==> config.mk <==
export PLATFORM = sky130hd
export DESIGN_NAME = ssd_scan_driver
export DESIGN_NICKNAME = d
export VERILOG_FILES = /design/src/rtl/ssd_scan_driver.sv
export SDC_FILE = /design/constraint.sdc
export NUM_CORES = 1
export LEC_CHECK = 0
export BUFFER_PORTS_ARGS = -buffer_cell sky130_fd_sc_hd__buf_2
export CAP_MARGIN = 5
export CORE_MARGIN = 8
export CORE_UTILIZATION = 35
export DETAILED_ROUTE_END_ITERATION = 8
export HOLD_SLACK_MARGIN = 0.1
export PLACE_DENSITY = 0.64
export SLEW_MARGIN = 0
export SYNTH_ARGS = -nofsm -noshare
export SYNTH_HDL_FRONTEND = slang
export SYNTH_SLANG_ARGS = --single-unit
export TNS_END_PERCENT = 50
==> constraint.sdc <==
create_clock -name ssd_scan_port_clk -period 4.78 [get_ports ssd_scan_port_clk]
set_input_delay 0.239 -clock ssd_scan_port_clk [delete_from_list [all_inputs] [get_ports ssd_scan_port_clk]]
set_output_delay 0.239 -clock ssd_scan_port_clk [all_outputs]
set_load 0.05 [all_outputs]
==> src/rtl/ssd_scan_driver.sv <==
// Multiplexed seven-segment scan driver with double-buffered frame load.
// Optional per-slot PWM dimming is enabled by defining SSD_SCAN_DIM_EN.
module ssd_scan_driver #(
    parameter int DIGITS       = 8,
    parameter int REFRESH_DIV  = 100000,
    parameter int BLANK_CYCLES = 16
) (
    input  logic                                        ssd_scan_port_clk,
    input  logic                                        ssd_scan_port_rst_n,
    input  logic [5*DIGITS-1:0]                         ssd_scan_port_data_in,
    input  logic [DIGITS-1:0]                           ssd_scan_port_dp_in,
    input  logic [DIGITS-1:0]                           ssd_scan_port_en_in,
    input  logic                                        ssd_scan_port_load,
`ifdef SSD_SCAN_DIM_EN
    input  logic [3:0]                                  ssd_scan_port_bright,
`endif
    output logic                                        ssd_scan_port_load_ack,
    output logic [6:0]                                  ssd_scan_port_cc,
    output logic                                        ssd_scan_port_dp_out,
    output logic [DIGITS-1:0]                           ssd_scan_port_an_out,
    output logic [((DIGITS > 1) ? $clog2(DIGITS) : 1)-1:0] ssd_scan_port_digit_idx
);

    localparam int IW      = (DIGITS > 1) ? $clog2(DIGITS) : 1;
    localparam int CNT_MAX = (REFRESH_DIV > BLANK_CYCLES) ? REFRESH_DIV : BLANK_CYCLES;
    localparam int CW      = $clog2(CNT_MAX + 1);

    typedef enum logic {BLANK, SHOW} state_t;

    state_t              state, nxt_state;
    logic [CW-1:0]       cnt, nxt_cnt;
    logic [IW-1:0]       idx, nxt_idx;
    logic                pending;
    logic [5*DIGITS-1:0] shadow_data, f_data;
    logic [DIGITS-1:0]   shadow_dp, shadow_en, f_dp, f_en;
    logic                blank_done, show_done, capture, lit;
    logic [4:0]          sym;
    logic [DIGITS-1:0]   an_d;
    logic [6:0]          cc_d;
    logic                dp_d;
`ifdef SSD_SCAN_DIM_EN
    localparam int SUB = REFRESH_DIV / 16;
    logic [3:0]          bright_q, bright_eff;
`endif

    function automatic logic [6:0] seg7(input logic [4:0] code);
        case (code)
            5'h00: seg7 = 7'b1000000;
            5'h01: seg7 = 7'b1111001;
            5'h02: seg7 = 7'b0100100;
            5'h03: seg7 = 7'b0110000;
            5'h04: seg7 = 7'b0011001;
            5'h05: seg7 = 7'b0010010;
            5'h06: seg7 = 7'b0000010;
            5'h07: seg7 = 7'b1111000;
            5'h08: seg7 = 7'b0000000;
            5'h09: seg7 = 7'b0010000;
            5'h0A: seg7 = 7'b0001000;
            5'h0B: seg7 = 7'b0000011;
            5'h0C: seg7 = 7'b1000110;
            5'h0D: seg7 = 7'b0100001;
            5'h0E: seg7 = 7'b0000110;
            5'h0F: seg7 = 7'b0001110;
            5'h10: seg7 = 7'b0101110;
            5'h11: seg7 = 7'b0011010;
            5'h12: seg7 = 7'b0011101;
            5'h13: seg7 = 7'b0111111;
            5'h14: seg7 = 7'b0001001;
            5'h15: seg7 = 7'b0110110;
            default: seg7 = 7'b1111111;
        endcase
    endfunction

    assign blank_done = (BLANK_CYCLES == 0) || (cnt == CW'(BLANK_CYCLES - 1));
    assign show_done  = (state == SHOW) && (cnt == CW'(REFRESH_DIV - 1));
    assign capture    = show_done && (pending || ssd_scan_port_load);

    assign ssd_scan_port_load_ack  = capture;
    assign ssd_scan_port_digit_idx = idx;

    // Outputs are registered from the next-cycle state so they line up with it;
    // a frame captured this cycle is forwarded so a zero-blank config shows it at once.
    always_comb begin
        nxt_state = state;
        nxt_cnt   = cnt + CW'(1);
        nxt_idx   = idx;
        case (state)
            BLANK: if (blank_done) begin
                nxt_state = SHOW;
                nxt_cnt   = '0;
            end
            SHOW: if (show_done) begin
                nxt_cnt   = '0;
                nxt_idx   = (idx == IW'(DIGITS - 1)) ? '0 : idx + IW'(1);
                nxt_state = (BLANK_CYCLES == 0) ? SHOW : BLANK;
            end
            default: nxt_state = BLANK;
        endcase

        f_data = capture ? ssd_scan_port_data_in : shadow_data;
        f_dp   = capture ? ssd_scan_port_dp_in   : shadow_dp;
        f_en   = capture ? ssd_scan_port_en_in   : shadow_en;
        sym    = f_data[5*nxt_idx +: 5];
        lit    = (nxt_state == SHOW) && f_en[nxt_idx];
`ifdef SSD_SCAN_DIM_EN
        bright_eff = ((nxt_state == SHOW) && (nxt_cnt == '0)) ? ssd_scan_port_bright : bright_q;
        lit        = lit && ((nxt_cnt / CW'(SUB)) <= CW'(bright_eff));
`endif
        an_d = '1;
        if (lit) an_d[nxt_idx] = 1'b0;
        cc_d = lit ? seg7(sym) : '1;
        dp_d = lit ? ~f_dp[nxt_idx] : 1'b1;
    end

    always_ff @(posedge ssd_scan_port_clk or negedge ssd_scan_port_rst_n) begin
        if (!ssd_scan_port_rst_n) begin
            state                <= BLANK;
            cnt                  <= '0;
            idx                  <= '0;
            pending              <= 1'b0;
            shadow_data          <= '0;
            shadow_dp            <= '0;
            shadow_en            <= '0;
            ssd_scan_port_an_out <= '1;
            ssd_scan_port_cc     <= '1;
            ssd_scan_port_dp_out <= 1'b1;
`ifdef SSD_SCAN_DIM_EN
            bright_q             <= '0;
`endif
        end else begin
            state   <= nxt_state;
            cnt     <= nxt_cnt;
            idx     <= nxt_idx;
            pending <= capture ? 1'b0 : (pending | ssd_scan_port_load);
            if (capture) begin
                shadow_data <= ssd_scan_port_data_in;
                shadow_dp   <= ssd_scan_port_dp_in;
                shadow_en   <= ssd_scan_port_en_in;
            end
            ssd_scan_port_an_out <= an_d;
            ssd_scan_port_cc     <= cc_d;
            ssd_scan_port_dp_out <= dp_d;
`ifdef SSD_SCAN_DIM_EN
            bright_q             <= bright_eff;
`endif
        end
    end

endmodule
Word-level counts from Yosys, hierarchy flattened

Memory sizes are Yosys's and may differ from the RTL's.
Index checks and enable logic that the tools add are counted.

$lt $le $gt $ge: 2
Add/sub/neg operators: 2
Eq/ne operators: 3
Reduce and logical (&&, ||, !) cells: 5
Multiplexer cells: 22
Bitwise gates (word level): 4
Multipliers: 1
Shifts and indexed selects: 1

Operator list:

| operator                                                                             | count |
|---|---|
| 40-bit 2-to-1 mux                                                                    | 1 |
| 40-bit by 7-bit variable part select with 5-bit output                               | 1 |
| 17-bit 2-to-1 mux                                                                    | 2 |
| 17-bit one-hot mux with 2 select lines                                               | 1 |
| 8-bit 2-to-1 mux                                                                     | 3 |
| 17-bit by 1-bit adder with 17-bit output (second input constant)                     | 1 |
| 17-bit == test (second input constant)                                               | 1 |
| 17-bit by 4-bit == test with 1-bit output (second input constant)                    | 1 |
| 3-bit 2-to-1 mux                                                                     | 3 |
| 8-bit inverter                                                                       | 1 |
| 1-bit 2-to-1 mux                                                                     | 7 |
| 7-bit 2-to-1 mux                                                                     | 1 |
| 1-bit binary-select mux with 3-bit select                                            | 2 |
| 3-bit by 3-bit multiplier with 6-bit output (first input constant)                   | 1 |
| 1-bit logical AND                                                                    | 4 |
| 3-bit by 4-bit < comparator with 1-bit output (second input constant)                | 1 |
| 3-bit by 1-bit adder with 3-bit output (second input constant)                       | 1 |
| 1-bit demux with 3-bit select                                                        | 1 |
| 3-bit == test (second input constant)                                                | 1 |
| 3-bit by 1-bit greater-or-equal comparator with 1-bit output (second input constant) | 1 |
| 1-bit inverter                                                                       | 2 |
| 1-bit one-hot mux with 2 select lines                                                | 1 |
| 1-bit logical OR                                                                     | 1 |
| 1-bit bitwise OR                                                                     | 1 |

ROM bits: 224
Flip-flop bits (word level): 94
Memories kept: 1

Memories:

| name             | words | width | read ports | clocked after memory_dff | wr ports | line | text |
|---|---|---|---|---|---|---|---|
| (name not given) | 32    | 7     | 1          | 0                        | 0        | 47   | `case (code)` |

Depth between registers and ports, before layout

Depth in word-level cells: 10
Gate-level depth with buffers: 16
Mapped depth without buffers: 13

Worst setup path before layout

OpenSTA, ideal clock, no wires.

Kind: register to register
Start point: register cnt[0]
End point: register ssd_scan_port_cc[5]
Library setup time: 0.066 ns
Arrival time: 3.664 ns
Path slack: 1.051 ns
Cell stages (with the launch flop): 15
Path buffers: 2
Data required time: 4.714 ns
Path through: dfrtp_1 -> ha_1 -> nand3_2 -> or4_4 -> buf_6 -> nor3_4 -> buf_4 -> mux2_2 -> a222oi_1 -> nand4_1 -> inv_1 -> ha_1 -> mux2i_1 -> or3b_1 -> nand4_1

Elaborated cells on any way between the ends: 18
Classes of those cells: mul: 1; eq/ne: 2; shift: 1; mux: 10; reduce/logical: 3; memory: 1

RTL lines:

| item                                                   | line | text |
|---|---|---|
| start, declared                                        | 31   | `logic [CW-1:0] cnt, nxt_cnt;` |
| start signal, assigned                                 | 132  | `cnt <= nxt_cnt;` |
| 17-bit == test                                         | 75   | `assign show_done = (state == SHOW) && (cnt == CW'(REFRESH_DIV - 1));` |
| 1-bit logical AND                                      | 75   |  |
| 1-bit logical AND                                      | 76   | `assign capture = show_done && (pending \|\| ssd_scan_port_load);` |
| 40-bit 2-to-1 mux                                      | n/a  |  |
| via f_data[26]                                         | 34   | `logic [5*DIGITS-1:0] shadow_data, f_data;` |
| 40-bit by 7-bit variable part select with 5-bit output | 103  | `sym = f_data[5*nxt_idx +: 5];` |
| memory 32 x 7 bit                                      | n/a  |  |
| 7-bit 2-to-1 mux                                       | 111  | `cc_d = lit ? seg7(sym) : '1;` |
| via cc_d[5]                                            | 39   | `logic [6:0] cc_d;` |
| end signal, assigned                                   | 125  | `ssd_scan_port_cc <= '1;` |
| end signal, assigned                                   | 141  | `ssd_scan_port_cc <= cc_d;` |
| end, declared                                          | 18   | `output logic [6:0] ssd_scan_port_cc,` |

The timed path passes the listed nets, and every way through them passes these cells. The select of a mux whose other input is x is not followed.

Worst setup path in the final report

Ends and elaborated chain as after synthesis.

==> metrics.log <==
INFO  metric die_height = 133 um
INFO  metric cts_root_buffer = sky130_fd_sc_hd__clkbuf_16
INFO  metric asyncSetResetFlopFracSynth = 1.00
INFO  metric finalInstanceArea = 5620 um2
INFO  metric placed_area = 5320 um2
INFO  metric die_width = 133 um
INFO  metric finish.net_count = 589
INFO  metric placement.io_buffers = 78
INFO  metric synthesis.instances = 442
INFO  metric antenna_violating_nets_post_route = 0
INFO  metric slew_headroom = 0.432
INFO  metric critPathKind = reg2reg
INFO  metric timing.max_cap.violations = 0
INFO  metric synthDominantCellAreaShare = 0.410
INFO  metric cts_tree = done
INFO  metric finalPower = 0.00169 W
INFO  metric worstSetupStartpointType = flop
INFO  metric ys_seq_elements = 94
INFO  metric drive_gt1_frac = 0.316
INFO  metric totalWireLength = 12,500 um
INFO  metric floorplan.initialDensity = 0.360
INFO  metric design.die.area = 17,600 um2
INFO  metric min_path_cells = 3
INFO  metric critical-path-slowest-cell = sky130_fd_sc_hd__or4_4
INFO  metric clk-insertion-delay-late = 0.35 ns
INFO  metric r2r_setup_slack = 0.51 ns
INFO  metric cellLeakagePower = 2.58 nW
INFO  metric least_margin_pin_slew = 0.852 ns
INFO  metric crit_fanout = 37
INFO  metric drv_slew = 0
INFO  metric route.detailed.drc = 0
INFO  metric cp-end-kind = flop
INFO  metric leading_post_synthesis_cells_by_instance_count = sky130_fd_sc_hd__dfrtp_1 (78), sky130_fd_sc_hd__nand2_1 (43), sky130_fd_sc_hd__nor2_1 (31)
INFO  metric routed-via-count = 3,675
INFO  metric worst_r2r_path_depth = 13
INFO  metric power.share.clock = 0.427
INFO  metric drtIter0Drc = 212
INFO  metric power.combinational.fraction = 0.081
INFO  metric detail_route.first_pass.iterations = 4
INFO  metric library_cells_used_by_synthesis = 64
INFO  metric postSynthNetCount = 511
INFO  metric layout_min_cycle_time = 4.27 ns
INFO  metric sink_count_of_the_clock_tree = 94
INFO  metric global_route_usage_over_all_layers = 0.147
INFO  metric setup_tns = 0 ns
INFO  metric ir_drop = 0.168 mV
INFO  metric avgViaCountPerCell = 5.24
INFO  metric cts_inserted_buffers = 9
INFO  metric cp_slowest_stage_delay = 0.67 ns
INFO  metric power.switching_fraction = 0.242
INFO  metric final.setup_skew = 0.0100 ns
INFO  metric routedWlPerCell = 17.9 um
INFO  metric boundaryPins = 79
INFO  metric initial_antenna_violation_count = 0
INFO  metric hp-class = in2reg
INFO  metric hold_violations = 0
INFO  metric setup_viol = 0
INFO  metric postSynthAreaPerCell = 10.8 um2
INFO  metric pwr-share-seq = 0.492
INFO  metric place.detailed.hpwl = 9300 um
INFO  metric post-synth-top-count-cell = sky130_fd_sc_hd__dfrtp_1
INFO  metric cts_htree_levels = 3
INFO  metric yosys_warnings = 0
INFO  metric area_overhead_of_the_layout_relative_to_synthesis = 18.1%
INFO  metric mappedNetlistArea = 4760 um2
INFO  metric row_count = 42
INFO  metric globalRoute.totalOverflow = 0
INFO  metric achievable-frequency = 0.234 GHz
INFO  metric gp_congestion = 0.862
INFO  metric ys_seq_area_frac = 0.498
INFO  metric outcome = completed
INFO  metric critical_path_cell_by_cell = ha_1 -> nand3_2 -> or4_4 -> nor3_4 -> buf_12 -> mux2_2 -> a222oi_1 -> nand4_1 -> inv_1 -> ha_1 -> mux2i_1 -> or3b_1 -> nand4_1
INFO  metric synthDominantAreaCellType = sky130_fd_sc_hd__dfrtp_1
INFO  metric arrival = 4.55 ns
INFO  metric core_area = 13,200 um2
INFO  metric max-clock-path-buffers = 2
INFO  metric largest_net_degree_at_the_start_of_global_routing = 68
INFO  metric final_min_period_over_clock_period = 0.892
INFO  metric synth_ff_type = sky130_fd_sc_hd__dfrtp_1
INFO  metric grt_setup_unrepaired = no
INFO  metric number_of_flops_mapped_to_enable_cells_by_yosys = 0
INFO  metric power_report.internal_total = 0.00128 W
INFO  metric antenna_cells_inserted = 0
INFO  metric post-route-util = 0.425
INFO  metric first_global_vias = 3,790
INFO  metric first_pass_grt_wire_length = 20,500 um
INFO  metric power.net_switching = 0.000409 W
INFO  metric critical_path_required = 5.07 ns
INFO  metric clock_transition_time_at_the_flip_flop_clock_pins_of_the_worst_setup_and_hold_paths = 0.07 ns
INFO  metric power_density = 300 nW/um2
INFO  metric final.fill_count = 1,304
INFO  metric netlist_top_cells_area = sky130_fd_sc_hd__dfrtp_1 (41%), sky130_fd_sc_hd__dfstp_2 (8.8%), sky130_fd_sc_hd__mux2_2 (7.1%)
[repair_timing]
| item | in CTS | in global routing |
|---|---|---|
| buffers inserted | 0 | 0 |
| hold buffers | 1 | 0 |
| resized for setup | 0 | 0 |
| hold endpoints to repair | 18 | 0 |
[cells in the final DEF (no fill, tap or decap), types with 4 or more instances in the layout]
| master | synthesis | routed |
|---|---|---|
| sky130_fd_sc_hd__a21oi_1 | 8 | 8 |
| sky130_fd_sc_hd__and2_1 | 4 | 4 |
| sky130_fd_sc_hd__and3_1 | 4 | 4 |
| sky130_fd_sc_hd__buf_2 | 5 | 77 |
| sky130_fd_sc_hd__buf_4 | 4 | 8 |
| sky130_fd_sc_hd__clkbuf_16 | 0 | 9 |
| sky130_fd_sc_hd__dfrtp_1 | 78 | 78 |
| sky130_fd_sc_hd__dfstp_2 | 16 | 16 |
| sky130_fd_sc_hd__ha_1 | 10 | 10 |
| sky130_fd_sc_hd__inv_1 | 28 | 28 |
| sky130_fd_sc_hd__mux2_2 | 30 | 30 |
| sky130_fd_sc_hd__mux2i_1 | 20 | 20 |
| sky130_fd_sc_hd__nand2_1 | 43 | 43 |
| sky130_fd_sc_hd__nand2b_1 | 4 | 4 |
| sky130_fd_sc_hd__nand3_1 | 13 | 13 |
| sky130_fd_sc_hd__nand4_1 | 15 | 15 |
| sky130_fd_sc_hd__nor2_1 | 31 | 31 |
| sky130_fd_sc_hd__nor3_1 | 5 | 5 |
| sky130_fd_sc_hd__nor4_1 | 5 | 5 |
| sky130_fd_sc_hd__o2111ai_1 | 4 | 4 |
| sky130_fd_sc_hd__o211ai_1 | 8 | 8 |
| sky130_fd_sc_hd__o21ai_0 | 12 | 12 |
| sky130_fd_sc_hd__o22a_1 | 5 | 5 |
| sky130_fd_sc_hd__o22ai_1 | 9 | 9 |
| sky130_fd_sc_hd__o31a_1 | 4 | 4 |
| sky130_fd_sc_hd__or2_2 | 6 | 6 |
| sky130_fd_sc_hd__xnor2_1 | 10 | 10 |
| sky130_fd_sc_hd__xor2_1 | 5 | 5 |
[final cells by class]
type                            count  area [um2]  share of cell area
Timing Repair Buffer               87         475              0.0846
Clock inverter                      6        62.6              0.0111
Sequential cell                    94        2370               0.422
Clock buffer                       10         229              0.0407
Tap cell                          176         220              0.0392
Inverter                           28         105              0.0187
Multi-Input combinational cell    300        2160               0.384
[critical path, delay by kind of cell (launching register included)]
family / cells / cell delay [ns]
buffers and inverters: 2 / 0.55
DFF: 1 / 0.40
and+or+nand+nor: 6 / 1.95
AOI/OAI and AO/OA: 1 / 0.33
adders and majority gates: 2 / 0.49
muxes: 2 / 0.47
[metal layers]
| layer | wire, um | track usage | up-vias |
|---|---|---|---|
| li1 | - | - | 1734 |
| met4 | 267 | 0.0517 | 0 |
| met3 | 736 | 0.0481 | 19 |
| met5 | 0 | 0 | - |
| met2 | 5870 | 0.231 | 112 |
| met1 | 5660 | 0.185 | 1810 |
[cell families (layout without fill, tap and decap cells)]
logic type / count (synthesis) / count (layout) / share of synthesized area
AND/OR/NAND/NOR: 146 / 146 / 0.163
flip-flops: 94 / 94 / 0.498
AO/OA/AOI/OAI: 78 / 78 / 0.120
multiplexers: 51 / 51 / 0.116
buffers and inverters: 48 / 131 / 0.0486
XOR/XNOR: 15 / 15 / 0.0276
adder cells (fa/ha/maj): 10 / 10 / 0.0263
[power groups by stage]
stage,Combinational [W],Clock (W),Sequential [W]
after floorplan,0.0000582,0,0.000861
after global placement,0.000135,0,0.000845
after detailed placement,0.000138,0,0.000846
after CTS,0.000139,0.000740,0.000832
after global routing,0.000151,0.000774,0.000834
final,0.000137,0.000721,0.000831
[state kept, by name, indices dropped and copies added (netlist names)]
name,count
shadow_data,40
cnt,17
shadow_dp,8
shadow_en,8
ssd_scan_port_an_out,8
ssd_scan_port_cc,7
ssd_scan_port_digit_idx,3
pending,1
ssd_scan_port_dp_out,1
state,1
[per-stage QoR]
stage | instances | setup slack (ns) | hold WS [ns]
5_1_grt | 701 | 0.166 | 0.130
6_report | 701 | 0.515 | 0.126
3_3_place_gp | 684 | 0.673 | 0.196
3_5_place_dp | 684 | 0.539 | 0.196
4_1_cts | 701 | 0.516 | 0.116
2_1_floorplan | 442 | 1.05 | -0.0566
[worst paths after layout]
check | to | startpoint
min in group asynchronous | cnt[5]$_DFF_PN0_ | ssd_scan_port_rst_n
max in group asynchronous | shadow_data[1]$_DFF_PN0_ | ssd_scan_port_rst_n
worst min-delay path | shadow_dp[1]$_DFF_PN0_ | ssd_scan_port_dp_in[1]
worst max register to register | ssd_scan_port_cc[5]$_DFF_PN1_ | cnt[0]$_DFF_PN0_
worst max-delay path | ssd_scan_port_cc[5]$_DFF_PN1_ | cnt[0]$_DFF_PN0_
worst min register to register | shadow_dp[3]$_DFF_PN0_ | shadow_dp[3]$_DFF_PN0_
(Power assumes the default switching activity.)
